--- config.mk ---
export PLATFORM = sky130hd
export DESIGN_NAME = inv_sbox_layer
export DESIGN_NICKNAME = d
export VERILOG_FILES = /design/src/rtl/cipher_pkg.sv /design/src/rtl/sbox_inv.sv /design/src/rtl/inv_sbox_layer.sv
export SDC_FILE = /design/constraint.sdc
export NUM_CORES = 1
export LEC_CHECK = 0
export ABC_AREA = 1
export ABC_CLOCK_PERIOD_IN_PS = 2200
export BUFFER_PORTS_ARGS = -buffer_cell sky130_fd_sc_hd__buf_4
export CORE_MARGIN = 4
export CORE_UTILIZATION = 48
export DETAILED_ROUTE_END_ITERATION = 6
export GPL_ROUTABILITY_DRIVEN = 0
export PLACE_DENSITY = 0.77
export SYNTH_ARGS = -nofsm -noshare
export SYNTH_HDL_FRONTEND = slang
export SYNTH_SLANG_ARGS = --single-unit
--- constraint.sdc ---
create_clock -name clk -period 2.2 [get_ports clk]
set_input_delay 0.11 -clock clk [delete_from_list [all_inputs] [get_ports clk]]
set_output_delay 0.11 -clock clk [all_outputs]
set_load 0.02 [all_outputs]
--- src/rtl/cipher_pkg.sv ---
// Shared definitions for the 4-bit S-box block cipher datapath: nibble width,
// forward and inverse S-box tables, and the substitution-layer FSM states.
package cipher_pkg;

    localparam int NIBBLE_W = 4;

    // Forward S-box used by the encrypt path; entry x is S(x).
    localparam logic [3:0] SBOX [16] = '{
        4'hC, 4'h5, 4'h6, 4'hB, 4'h9, 4'h0, 4'hA, 4'hD,
        4'h3, 4'hE, 4'hF, 4'h8, 4'h4, 4'h7, 4'h1, 4'h2
    };

    // Inverse S-box used by the decrypt path; INV_SBOX[SBOX[x]] == x.
    localparam logic [3:0] INV_SBOX [16] = '{
        4'h5, 4'hE, 4'hF, 4'h8, 4'hC, 4'h1, 4'h2, 4'hD,
        4'hB, 4'h4, 4'h6, 4'h3, 4'h0, 4'h7, 4'h9, 4'hA
    };

    typedef enum logic [1:0] {
        ST_IDLE = 2'd0,
        ST_RUN  = 2'd1,
        ST_DONE = 2'd2
    } state_t;

endpackage

--- src/rtl/sbox_inv.sv ---
// Purely combinational 4-bit inverse S-box lookup.
module sbox_inv
    import cipher_pkg::*;
(
    input  logic [3:0] i_x,
    output logic [3:0] o_r
);

    assign o_r = INV_SBOX[i_x];

endmodule

--- src/rtl/inv_sbox_layer.sv ---
// Sequential inverse substitution layer: accepts one state word, substitutes
// LANES nibbles per cycle (LSB group first) and presents the result until
// the downstream takes it.
module inv_sbox_layer
    import cipher_pkg::*;
#(
    parameter int BLOCK_W = 64,
    parameter int LANES   = 4
) (
    input  logic               clk,
    input  logic               rst_n,
    input  logic               in_valid,
    output logic               in_ready,
    input  logic [BLOCK_W-1:0] in_data,
    output logic               out_valid,
    input  logic               out_ready,
    output logic [BLOCK_W-1:0] out_data,
    output logic               busy
);

    localparam int LANE_W = NIBBLE_W * LANES;
    localparam int NSTEP  = BLOCK_W / LANE_W;
    localparam int CNT_W  = (NSTEP > 1) ? $clog2(NSTEP) : 1;

    state_t             r_state;
    state_t             w_state_nxt;
    logic [BLOCK_W-1:0] r_buf;
    logic [CNT_W-1:0]   r_cnt;
    logic [31:0]        w_base;
    logic [LANE_W-1:0]  w_lane_in;
    logic [LANE_W-1:0]  w_lane_out;
    logic               w_last;

    // Bit offset of the nibble group handled in the current step.
    assign w_base    = 32'(r_cnt) * 32'(LANE_W);
    assign w_lane_in = r_buf[w_base +: LANE_W];
    assign w_last    = (r_cnt == CNT_W'(NSTEP - 1));

    for (genvar g = 0; g < LANES; g++) begin : g_lane
        sbox_inv u_sbox_inv (
            .i_x (w_lane_in [g*NIBBLE_W +: NIBBLE_W]),
            .o_r (w_lane_out[g*NIBBLE_W +: NIBBLE_W])
        );
    end

    // State register.
    // NOTE: sequential state uses non-blocking assignments so every flop
    // samples pre-edge values regardless of block ordering.
    always_ff @(posedge clk or negedge rst_n) begin
        if (!rst_n) begin
            r_state <= ST_IDLE;
        end else begin
            r_state <= w_state_nxt;
        end
    end

    // Next-state and handshake outputs, decoded from the registered state only.
    // NOTE: every output gets a default first so no path can infer a latch.
    always_comb begin
        w_state_nxt = r_state;
        in_ready    = 1'b0;
        out_valid   = 1'b0;
        busy        = 1'b0;
        case (r_state)
            ST_IDLE: begin
                in_ready = 1'b1;
                if (in_valid) begin
                    w_state_nxt = ST_RUN;
                end
            end
            ST_RUN: begin
                busy = 1'b1;
                if (w_last) begin
                    w_state_nxt = ST_DONE;
                end
            end
            ST_DONE: begin
                busy      = 1'b1;
                out_valid = 1'b1;
                if (out_ready) begin
                    w_state_nxt = ST_IDLE;
                end
            end
            default: begin
                w_state_nxt = ST_IDLE;
            end
        endcase
    end

    // Datapath: load the buffer on accept, then substitute one group per step.
    // NOTE: the buffer is reset because it drives out_data directly and must
    // read zero after reset; a partial result is discarded the same way.
    always_ff @(posedge clk or negedge rst_n) begin
        if (!rst_n) begin
            r_buf <= '0;
            r_cnt <= '0;
        end else begin
            case (r_state)
                ST_IDLE: begin
                    if (in_valid) begin
                        r_buf <= in_data;
                        r_cnt <= '0;
                    end
                end
                ST_RUN: begin
                    r_buf[w_base +: LANE_W] <= w_lane_out;
                    r_cnt <= w_last ? '0 : r_cnt + 1'b1;
                end
                default: begin
                    r_buf <= r_buf;
                    r_cnt <= r_cnt;
                end
            endcase
        end
    end

    assign out_data = r_buf;

endmodule

==> results of run 1 <==
-- final timing paths --
check,slack [ns],endpoint
setup / recovery,0.02,out_data[48]$_DFFE_PN0P_
hold / removal,0.04,out_data[56]$_DFFE_PN0P_
setup reg to reg,0.02,out_data[48]$_DFFE_PN0P_
hold reg to reg,0.54,r_state[1]$_DFFE_PN0P_
max in group asynchronous,1.16,r_cnt[0]$_DFFE_PN0P_
min in group asynchronous,0.41,out_data[0]$_DFFE_PN0P_
-- layer usage --
layer	GRT usage [%]	vias to the layer above	routed length (um)
li1	-	2678	-
met1	41.66	2671	7696
met2	42.33	372	7963
met3	4.874	54	1799
met4	9.350	0	451
met5	0	-	0
-- metrics by stage --
| step | setup TNS [ns] | std cells | area, um^2 |
|---|---|---|---|
| after floorplan | 0 | 711 | 4962 |
| after global placement | 0 | 972 | 6195 |
| after detailed placement | 0 | 972 | 6195 |
| after CTS | 0 | 989 | 6445 |
| after global routing | -0.8107 | 1003 | 6765 |
| final | 0 | 1003 | 6765 |
-- flip-flops by register name, indices dropped and copies added, names as in the netlist --
signal    count
out_data     64
r_cnt         2
r_state       2
-- Yosys cell counts, drive strengths merged --
cell type / count
nor4: 1
nand2: 202
a21oi: 110
dfrtp: 68
nand3: 93
a22oi: 19
nor2: 61
ha: 31
nand4: 18
buf: 26
inv: 56
o21ai: 11
nand3b: 1
clkbuf: 13
o211ai: 1
-- critical path: stages (launching register included) --
cell	delay (ns)
dfrtp_2	0.46
inv_4	0.07
buf_12	0.15
nand2_1	0.06
nand3_1	0.09
nand2_2	0.11
inv_2	0.06
ha_1	0.30
inv_1	0.09
nand3_2	0.11
nand3_2	0.11
nand2_2	0.09
nor2_4	0.16
nand3_1	0.10
a21oi_1	0.13
-- cell families (layout without fill, tap and decap cells) --
kind of cell             Yosys count  after routing  synth area share [%]
AO/OA/AOI/OAI                    141            141                 15.83
buffers and inverters             95            254                 8.623
adder cells (fa/ha/maj)           31             31                 7.816
flip-flops                        68             68                 34.29
AND/OR/NAND/NOR                  376            376                 33.43
-- what timing repair did --
action | in CTS | in global routing
setup endpoints to repair | 0 | 55
hold endpoints to repair | 68 | 0
hold buffers | 1 | 0
setup buffers | 0 | 12
gates resized for setup | 0 | 42
-- layout make-up --
class / count / area, um^2
fillers: 826 / 3144
multi-input cells: 548 / 2993
flip-flops and latches: 68 / 1703
repair buffers: 182 / 1448
inverters: 56 / 215.2
well taps: 133 / 166.4
clock buffers: 10 / 127.6
clock inverters: 6 / 112.6
==> reports/results.ini, run 1 <==
[run_status]
outcome = completed

[worst_setup_path]
criticalPathCategory = reg2reg
crit_start = r_cnt[0]$_DFFE_PN0P_
crit_fanout = 13
setup.worst_path.end_class = flip-flop
cp.required_ns = 2.49
worst-r2r-cell-count = 14
crit-reg2reg-launch = r_cnt[0]$_DFFE_PN0P_
arr_time_crit_path_ns = 2.47
worst_setup_path_start_kind = flip-flop

[logic_synthesis]
synth.net_count = 810
synth_seq_cells = 68
synth_sequential_area_ratio_pct = 34.29
syn-instance-count = 711
yosysWarningCount = 0
post_synth_instance_area_mm2 = 0.004962
avgSynthCellArea_um2 = 6.979
synth_top_area_cell = dfrtp_1
synth_top_cell_area_share_pct = 34.29
number_of_distinct_library_cell_variants_in_the_gate_level_netlist_after_synthesis = 25
synth.top_cells.by_area = dfrtp_1, nand2_1, a21oi_1, nand3_1, ha_1

[route]
vias = 5775
drc = 0
wl_per_cell_um = 17.86
antenna_nets_post_route = 0
post_drt_via_cell_ratio = 5.758
drt-pass1-iter-count = 5
wl_mm = 17.91
drtIter0Drc = 548

[sta]
hold_violations = 0
final_period_utilization_pct = 99.27
hold-worst-slack_ns = 0.03569
max_freq_mhz = 457.9
setup_violations = 0
final_period_minus_worst_setup_slack_ns = 2.184
grt_setup_unrepaired = true
slew_viol_final = 0
worst_slew_pin_slew_ns = 0.8894
layout_setup_ws_ns = 0.01597
max-slew-margin-rel_pct = 40.71
finClkSkew_ns = 0.009570

[cells_and_area]
layout.nets = 964
final_common_cell = nand2_1
post_route_cells_drive_above_1_share_pct = 30.00
antennaDiodeCount = 0
highest_count_cells_in_the_layout_ignoring_fill_and_taps = nand2_1, buf_4, a21oi_1
area.growth.synth_to_final_pct = 36.33
final_core_utilization_pct = 68.27

[floorplan]
floorplan.die.height_um = 109.7
pin_count = 135
fp.coreArea_mm2 = 0.009910
start_util_pct = 50.08
fp-row-count = 36
fp.dieW_um = 109.7
area_enclosed_by_the_die_boundary_mm2 = 0.01203

[placement]
preCtsSetupSlack_ns = 0.02662
dp.final_hpwl_mm = 12.46
place.port_buffers = 134

[clocking]
root_buffer = clkbuf_8
tritoncts_clock_tree = done
tritoncts_num_sinks = 68
worst_skew_pair.late_latency_ns = 0.36
htree_levels = 3
numCtsBuffers = 9
clockBufferDepth = 2
clkSlewWorstSetupHoldPaths_ns = 0.08

[global_route]
gr-total-overflow = 0
grt_pass1_vias = 5188
wire_length_of_the_first_global_routing_pass_mm = 26.35
number_of_antenna_violations_at_the_first_check_in_global_routing = 0
grt_util_all_layers_pct = 28.38
grt_max_degree = 69

[min_path]
min_path_type = in2reg
min-delay-start = in_data[56]
worstHoldPathCells = 3

[run]
max_cap_viols = 0

Power of run 1 is not shown: default switching activity piles up to over one toggle a cycle in this logic, so the estimate is an artifact.
==> run 2: changes to the inputs <==
--- a/config.mk
+++ b/config.mk
@@ -13,6 +13,7 @@
 export DETAILED_ROUTE_END_ITERATION = 6
 export GPL_ROUTABILITY_DRIVEN = 0
 export PLACE_DENSITY = 0.77
+export SETUP_SLACK_MARGIN = 0.02
 export SYNTH_ARGS = -nofsm -noshare
 export SYNTH_HDL_FRONTEND = slang
 export SYNTH_SLANG_ARGS = --single-unit
==> reports/results.ini, run 2 (same netlist as run 1, synthesis figures left out) <==
[run_status]
outcome = completed

[route]
vias = 5813
drtIter0Drc = 518
post_drt_via_cell_ratio = 5.778
wl_mm = 18.18
drc = 0
antenna_nets_post_route = 0
wl_per_cell_um = 18.07
drt-pass1-iter-count = 6

[sta]
hold_violations = 0
finClkSkew_ns = 0.009725
final_period_minus_worst_setup_slack_ns = 2.160
setup_violations = 0
slew_viol_final = 0
grt_setup_unrepaired = true
worst_slew_pin_slew_ns = 0.8937
max-slew-margin-rel_pct = 40.42
final_period_utilization_pct = 98.17
max_freq_mhz = 463.0

[global_route]
grt_util_all_layers_pct = 28.37
met2_resource_use_gr_pct = 42.33
grt_max_degree = 69
grt_most_used_layer = met2
groute.layer.met1.usage_pct = 41.63
grt_pass1_vias = 5188
number_of_antenna_violations_at_the_first_check_in_global_routing = 0
wire_length_of_the_first_global_routing_pass_mm = 26.34
use_met3_pct = 4.874
gr-total-overflow = 0

[cells_and_area]
layout.nets = 967
antennaDiodeCount = 0
highest_count_cells_in_the_layout_ignoring_fill_and_taps = nand2_1, buf_4, a21oi_1
fin_cells = 1006
largest_reg_flops = 64
post_route_cells_drive_above_1_share_pct = 31.39
area.growth.synth_to_final_pct = 37.85
final_common_cell = nand2_1

[min_path]
min_path_type = in2reg
worstHoldPathCells = 3

[floorplan]
floorplan.die.height_um = 109.7
pin_count = 135
area_enclosed_by_the_die_boundary_mm2 = 0.01203
fp.coreArea_mm2 = 0.009910
start_util_pct = 50.08
fp-row-count = 36
fp.dieW_um = 109.7

[clocking]
worst_skew_pair.late_latency_ns = 0.36
htree_levels = 3
tritoncts_clock_tree = done
tritoncts_num_sinks = 68
clkSlewWorstSetupHoldPaths_ns = 0.08
root_buffer = clkbuf_8
numCtsBuffers = 9
clockBufferDepth = 2

[worst_setup_path]
cp-endpoint = out_data[28]$_DFFE_PN0P_
criticalPathCategory = reg2reg
standard_cell_with_the_maximum_stage_delay_on_the_critical_path = dfrtp_2
cpPeakStageDelay_ns = 0.48
worstReg2RegEnd = out_data[28]$_DFFE_PN0P_
critical_path.top_delay_family = simple AND/OR/NAND/NOR gates
worst-r2r-cell-count = 14
crit_start = r_cnt[0]$_DFFE_PN0P_
crit-reg2reg-launch = r_cnt[0]$_DFFE_PN0P_
setup.worst_path.end_class = flip-flop
crit_fanout = 13
crit_path_cell_trace = inv_4 > buf_12 > nand2_1 > nand3_1 > nand2_2 > ha_4 > inv_1 > nand3_1 > nand2_1 > nand2_1 > nand2_1 > nor2_4 > nand3_1 > a21oi_2
critical_path_cell_count = 14
arr_time_crit_path_ns = 2.46
cp.required_ns = 2.50
path_common_cell = nand2_1
cp_num_buf_inv = 3
worst_setup_path_start_kind = flip-flop
rrSetupSlack_ns = 0.04

[run]
max_cap_viols = 0

[placement]
place_inst = 972
dp.final_hpwl_mm = 12.46
place.port_buffers = 134

run 2: cell type report:
| class | instances | area (um^2) |
|---|---|---|
| Tap cell | 133 | 166.4 |
| Sequential cell | 68 | 1703 |
| Clock inverter | 6 | 112.6 |
| Fill cell | 816 | 3069 |
| Timing Repair Buffer | 185 | 1478 |
| Clock buffer | 10 | 127.6 |
| Inverter | 56 | 215.2 |
| Multi-Input combinational cell | 548 | 3038 |
run 2: how the worst min path moves through the flow:
stage | startpoint | end | slack (ns)
after global routing | in_data[30] | out_data[30]$_DFFE_PN0P_ | 0.05
after floorplan | rst_n | out_data[0]$_DFFE_PN0P_ | -0.19
after CTS | in_data[32] | out_data[32]$_DFFE_PN0P_ | 0.03
final | in_data[48] | out_data[48]$_DFFE_PN0P_ | 0.03
after detailed placement | rst_n | out_data[0]$_DFFE_PN0P_ | 0.29
after global placement | rst_n | out_data[3]$_DFFE_PN0P_ | 0.28
run 2: stage by stage:
step	TNS [ns]	setup slack [ns]	hold slack, ns	area (um^2)	util (%)
after CTS	0	0.02931	0.03486	6450	65.09
after global placement	0	0.1008	0.2767	6195	62.51
after global routing	-0.8614	-0.09225	0.04760	6840	69.03
after detailed placement	0	0.02662	0.2873	6195	62.51
final	0	0.04027	0.03414	6840	69.03
after floorplan	0	0.1399	-0.1856	4962	-
run 2: layer usage:
layer / vias to the layer above / wire length, um
li1: 2688 / -
met1: 2705 / 7705
met2: 373 / 8129
met3: 47 / 1920
met4: 0 / 420
met5: - / 0
run 2: worst reg2reg max path, delay by kind of cell, from the launching register on:
kind	cells	cell delay, ns
AOI/OAI and AO/OA	1	0.12
DFF	1	0.48
and+or+nand+nor	9	0.89
buffers and inverters	3	0.30
adders and majority gates	1	0.28
run 2: timing repair:
item / CTS / global route
endpoints found under the hold margin: 68 / 0
setup buffers: 0 / 15
gates cloned: 0 / 2
gates resized for setup: 1 / 55
pin swaps: 0 / 18
hold buffers: 1 / 0
endpoints found under the setup margin: 2 / 61
Power of run 2 is left out for the same reason.
==> run 3: changes to the inputs <==
--- a/config.mk
+++ b/config.mk
@@ -9,11 +9,13 @@
 export ABC_CLOCK_PERIOD_IN_PS = 2200
 export BUFFER_PORTS_ARGS = -buffer_cell sky130_fd_sc_hd__buf_4
 export CORE_MARGIN = 4
-export CORE_UTILIZATION = 48
+export CORE_UTILIZATION = 49
+export CTS_CLUSTER_DIAMETER = 40
 export DETAILED_ROUTE_END_ITERATION = 6
 export GPL_ROUTABILITY_DRIVEN = 0
 export PLACE_DENSITY = 0.77
 export SETUP_SLACK_MARGIN = 0.02
 export SYNTH_ARGS = -nofsm -noshare
 export SYNTH_HDL_FRONTEND = slang
+export SYNTH_HIERARCHICAL = 1
 export SYNTH_SLANG_ARGS = --single-unit
==> reports/results.ini, run 3 <==
[worst_setup_path]
crit-reg2reg-launch = r_cnt[0]$_DFFE_PN0P_
worst_setup_path_start_kind = flip-flop
crit_fanout = 8
cpPeakStageDelay_ns = 0.44
rrSetupSlack_ns = -0.01
setup.worst_path.end_class = flip-flop
worstReg2RegEnd = out_data[10]$_DFFE_PN0P_
arr_time_crit_path_ns = 2.51
critical_path.top_delay_family = simple AND/OR/NAND/NOR gates
cp_num_buf_inv = 4
worst-r2r-cell-count = 16
critical_path_cell_count = 16
standard_cell_with_the_maximum_stage_delay_on_the_critical_path = dfrtp_2
criticalPathCategory = reg2reg
path_common_cell = nand2_1
crit_path_cell_trace = clkinv_4 > buf_12 > o21ai_0 > o22ai_2 > inv_2 > ha_4 > inv_1 > nand2_2 > nand2_1 > nand2_1 > nand2_2 > nand2_1 > nand3b_1 > nand2_1 > nand2_1 > nand2_1
cp.required_ns = 2.50

[clocking]
numCtsBuffers = 9
worst_skew_pair.late_latency_ns = 0.36
tritoncts_num_sinks = 68
htree_levels = 3
tritoncts_clock_tree = done
root_buffer = clkbuf_8
clockBufferDepth = 2
clkSlewWorstSetupHoldPaths_ns = 0.09

[floorplan]
area_enclosed_by_the_die_boundary_mm2 = 0.01273
pin_count = 135
fp-row-count = 38
start_util_pct = 49.88
fp.dieW_um = 112.8
fp.coreArea_mm2 = 0.01079
floorplan.die.height_um = 112.8

[route]
wl_per_cell_um = 15.72
drt-pass1-iter-count = 5
drtIter0Drc = 500
post_drt_via_cell_ratio = 5.320
wl_mm = 18.27
vias = 6182
drc = 0
antenna_nets_post_route = 0

[sta]
hold-worst-slack_ns = 0.03035
slew_viol_final = 0
worst_slew_pin_slew_ns = 0.9110
setup_violations = 2
grt_setup_unrepaired = true
finClkSkew_ns = 0.01485
final_period_minus_worst_setup_slack_ns = 2.214
max_freq_mhz = 451.8
final_period_utilization_pct = 100.6
max-slew-margin-rel_pct = 39.27
layout_setup_ws_ns = -0.01358
hold_violations = 0

[min_path]
worstHoldPathCells = 5
min_path_type = in2reg
min_delay_worst_endpoint = out_data[0]$_DFFE_PN0P_
min-delay-start = in_data[0]

[global_route]
number_of_antenna_violations_at_the_first_check_in_global_routing = 0
wire_length_of_the_first_global_routing_pass_mm = 28.03
grt_util_all_layers_pct = 26.96
grt_max_degree = 69
grt_pass1_vias = 5500
gr-total-overflow = 0

[cells_and_area]
antennaDiodeCount = 0
layout.nets = 1118
final_core_utilization_pct = 69.66
highest_count_cells_in_the_layout_ignoring_fill_and_taps = nand2_1, buf_4, dfrtp_1
largest_reg_flops = 64
area.growth.synth_to_final_pct = 39.65
fin_cells = 1162
post_route_cells_drive_above_1_share_pct = 33.27
final_common_cell = nand2_1

[logic_synthesis]
synth-main-ff-cell = dfrtp_1
post_synth_instance_area_mm2 = 0.005384
number_of_distinct_library_cell_variants_in_the_gate_level_netlist_after_synthesis = 24
synth_top_area_cell = dfrtp_1
synth_top_cell_area_share_pct = 31.61
ys_top_cells_by_count = nand2_1, nor2_1, dfrtp_1
syn-instance-count = 847
avgSynthCellArea_um2 = 6.356
async_set_or_reset_flop_fraction_in_the_synthesized_netlist_pct = 100.0
synth_seq_cells = 68
yosysWarningCount = 6
synth_sequential_area_ratio_pct = 31.61
yosys.cell_count.top_type = nand2_1
synth_edf_count = 0
synth.net_count = 947
synth.top_cells.by_area = dfrtp_1, nand2_1, ha_1, nor2_1, o21ai_0

[placement]
place_inst = 1135
dp.final_hpwl_mm = 13.13
place.port_buffers = 134
preCtsSetupSlack_ns = -0.03999

[run]
max_cap_viols = 0

[run_status]
outcome = finished with violations
violations = setup timing

## run 3: routing by layer
| layer | share of wire, % | track usage (%) | up-vias |
|---|---|---|---|
| met2 | 45 | 39.73 | 339 |
| met4 | 0.98 | 5.689 | 0 |
| met5 | 0 | 0 | - |
| met1 | 44 | 41.57 | 2819 |
| met3 | 9.8 | 4.385 | 19 |
| li1 | - | - | 3005 |
## run 3: tightest hold or removal path, stage by stage
cell and delay [ns]:
buf_4 0.08, nand2_1 0.04, nand2_1 0.05, nand2_1 0.04, nand2_1 0.04
## run 3: worst max-delay path by stage
| stage | slack, ns | end | from |
|---|---|---|---|
| after floorplan | 0.07 | out_data[15]$_DFFE_PN0P_ | r_cnt[0]$_DFFE_PN0P_ |
| after global placement | 0.02 | out_data[50]$_DFFE_PN0P_ | r_cnt[0]$_DFFE_PN0P_ |
| after detailed placement | -0.04 | out_data[28]$_DFFE_PN0P_ | r_cnt[0]$_DFFE_PN0P_ |
| after CTS | 0.01 | out_data[47]$_DFFE_PN0P_ | r_cnt[0]$_DFFE_PN0P_ |
| after global routing | -0.11 | out_data[10]$_DFFE_PN0P_ | r_cnt[0]$_DFFE_PN0P_ |
| final | -0.01 | out_data[10]$_DFFE_PN0P_ | r_cnt[0]$_DFFE_PN0P_ |
## run 3: layout make-up
cell class              instances  area (um^2)
multi-input cells             689         3674
fillers                       903         3274
flip-flops and latches         68         1703
repair buffers                201         1599
inverters                      49        201.4
well taps                     140        175.2
clock buffers                   9        123.9
clock inverters                 6        42.54
## run 3: per-stage QoR
stage	area (um^2)	setup TNS [ns]
floorplan	5515	0
global placement	6848	0
detailed placement	6848	-0.4021
CTS	7041	0
global route	7518	-1.867
finish	7518	-0.02275
## run 3: logic make-up after synthesis
logic type      after synthesis  share of synthesized area, %
simple gates                574                         44.36
buf+inv                      90                         8.018
compound gates               83                         8.576
flops                        68                         31.61
fa+ha+maj                    32                         7.437
## run 3: what timing repair did
item	4_1_cts	5_1_grt
hold buffers	1	0
buffers inserted	0	10
hold endpoints to repair	68	0
setup endpoints to repair	43	64
gates resized for setup	9	138
pin swaps	1	73
gates cloned	0	2
Power of run 3 is left out for the same reason.
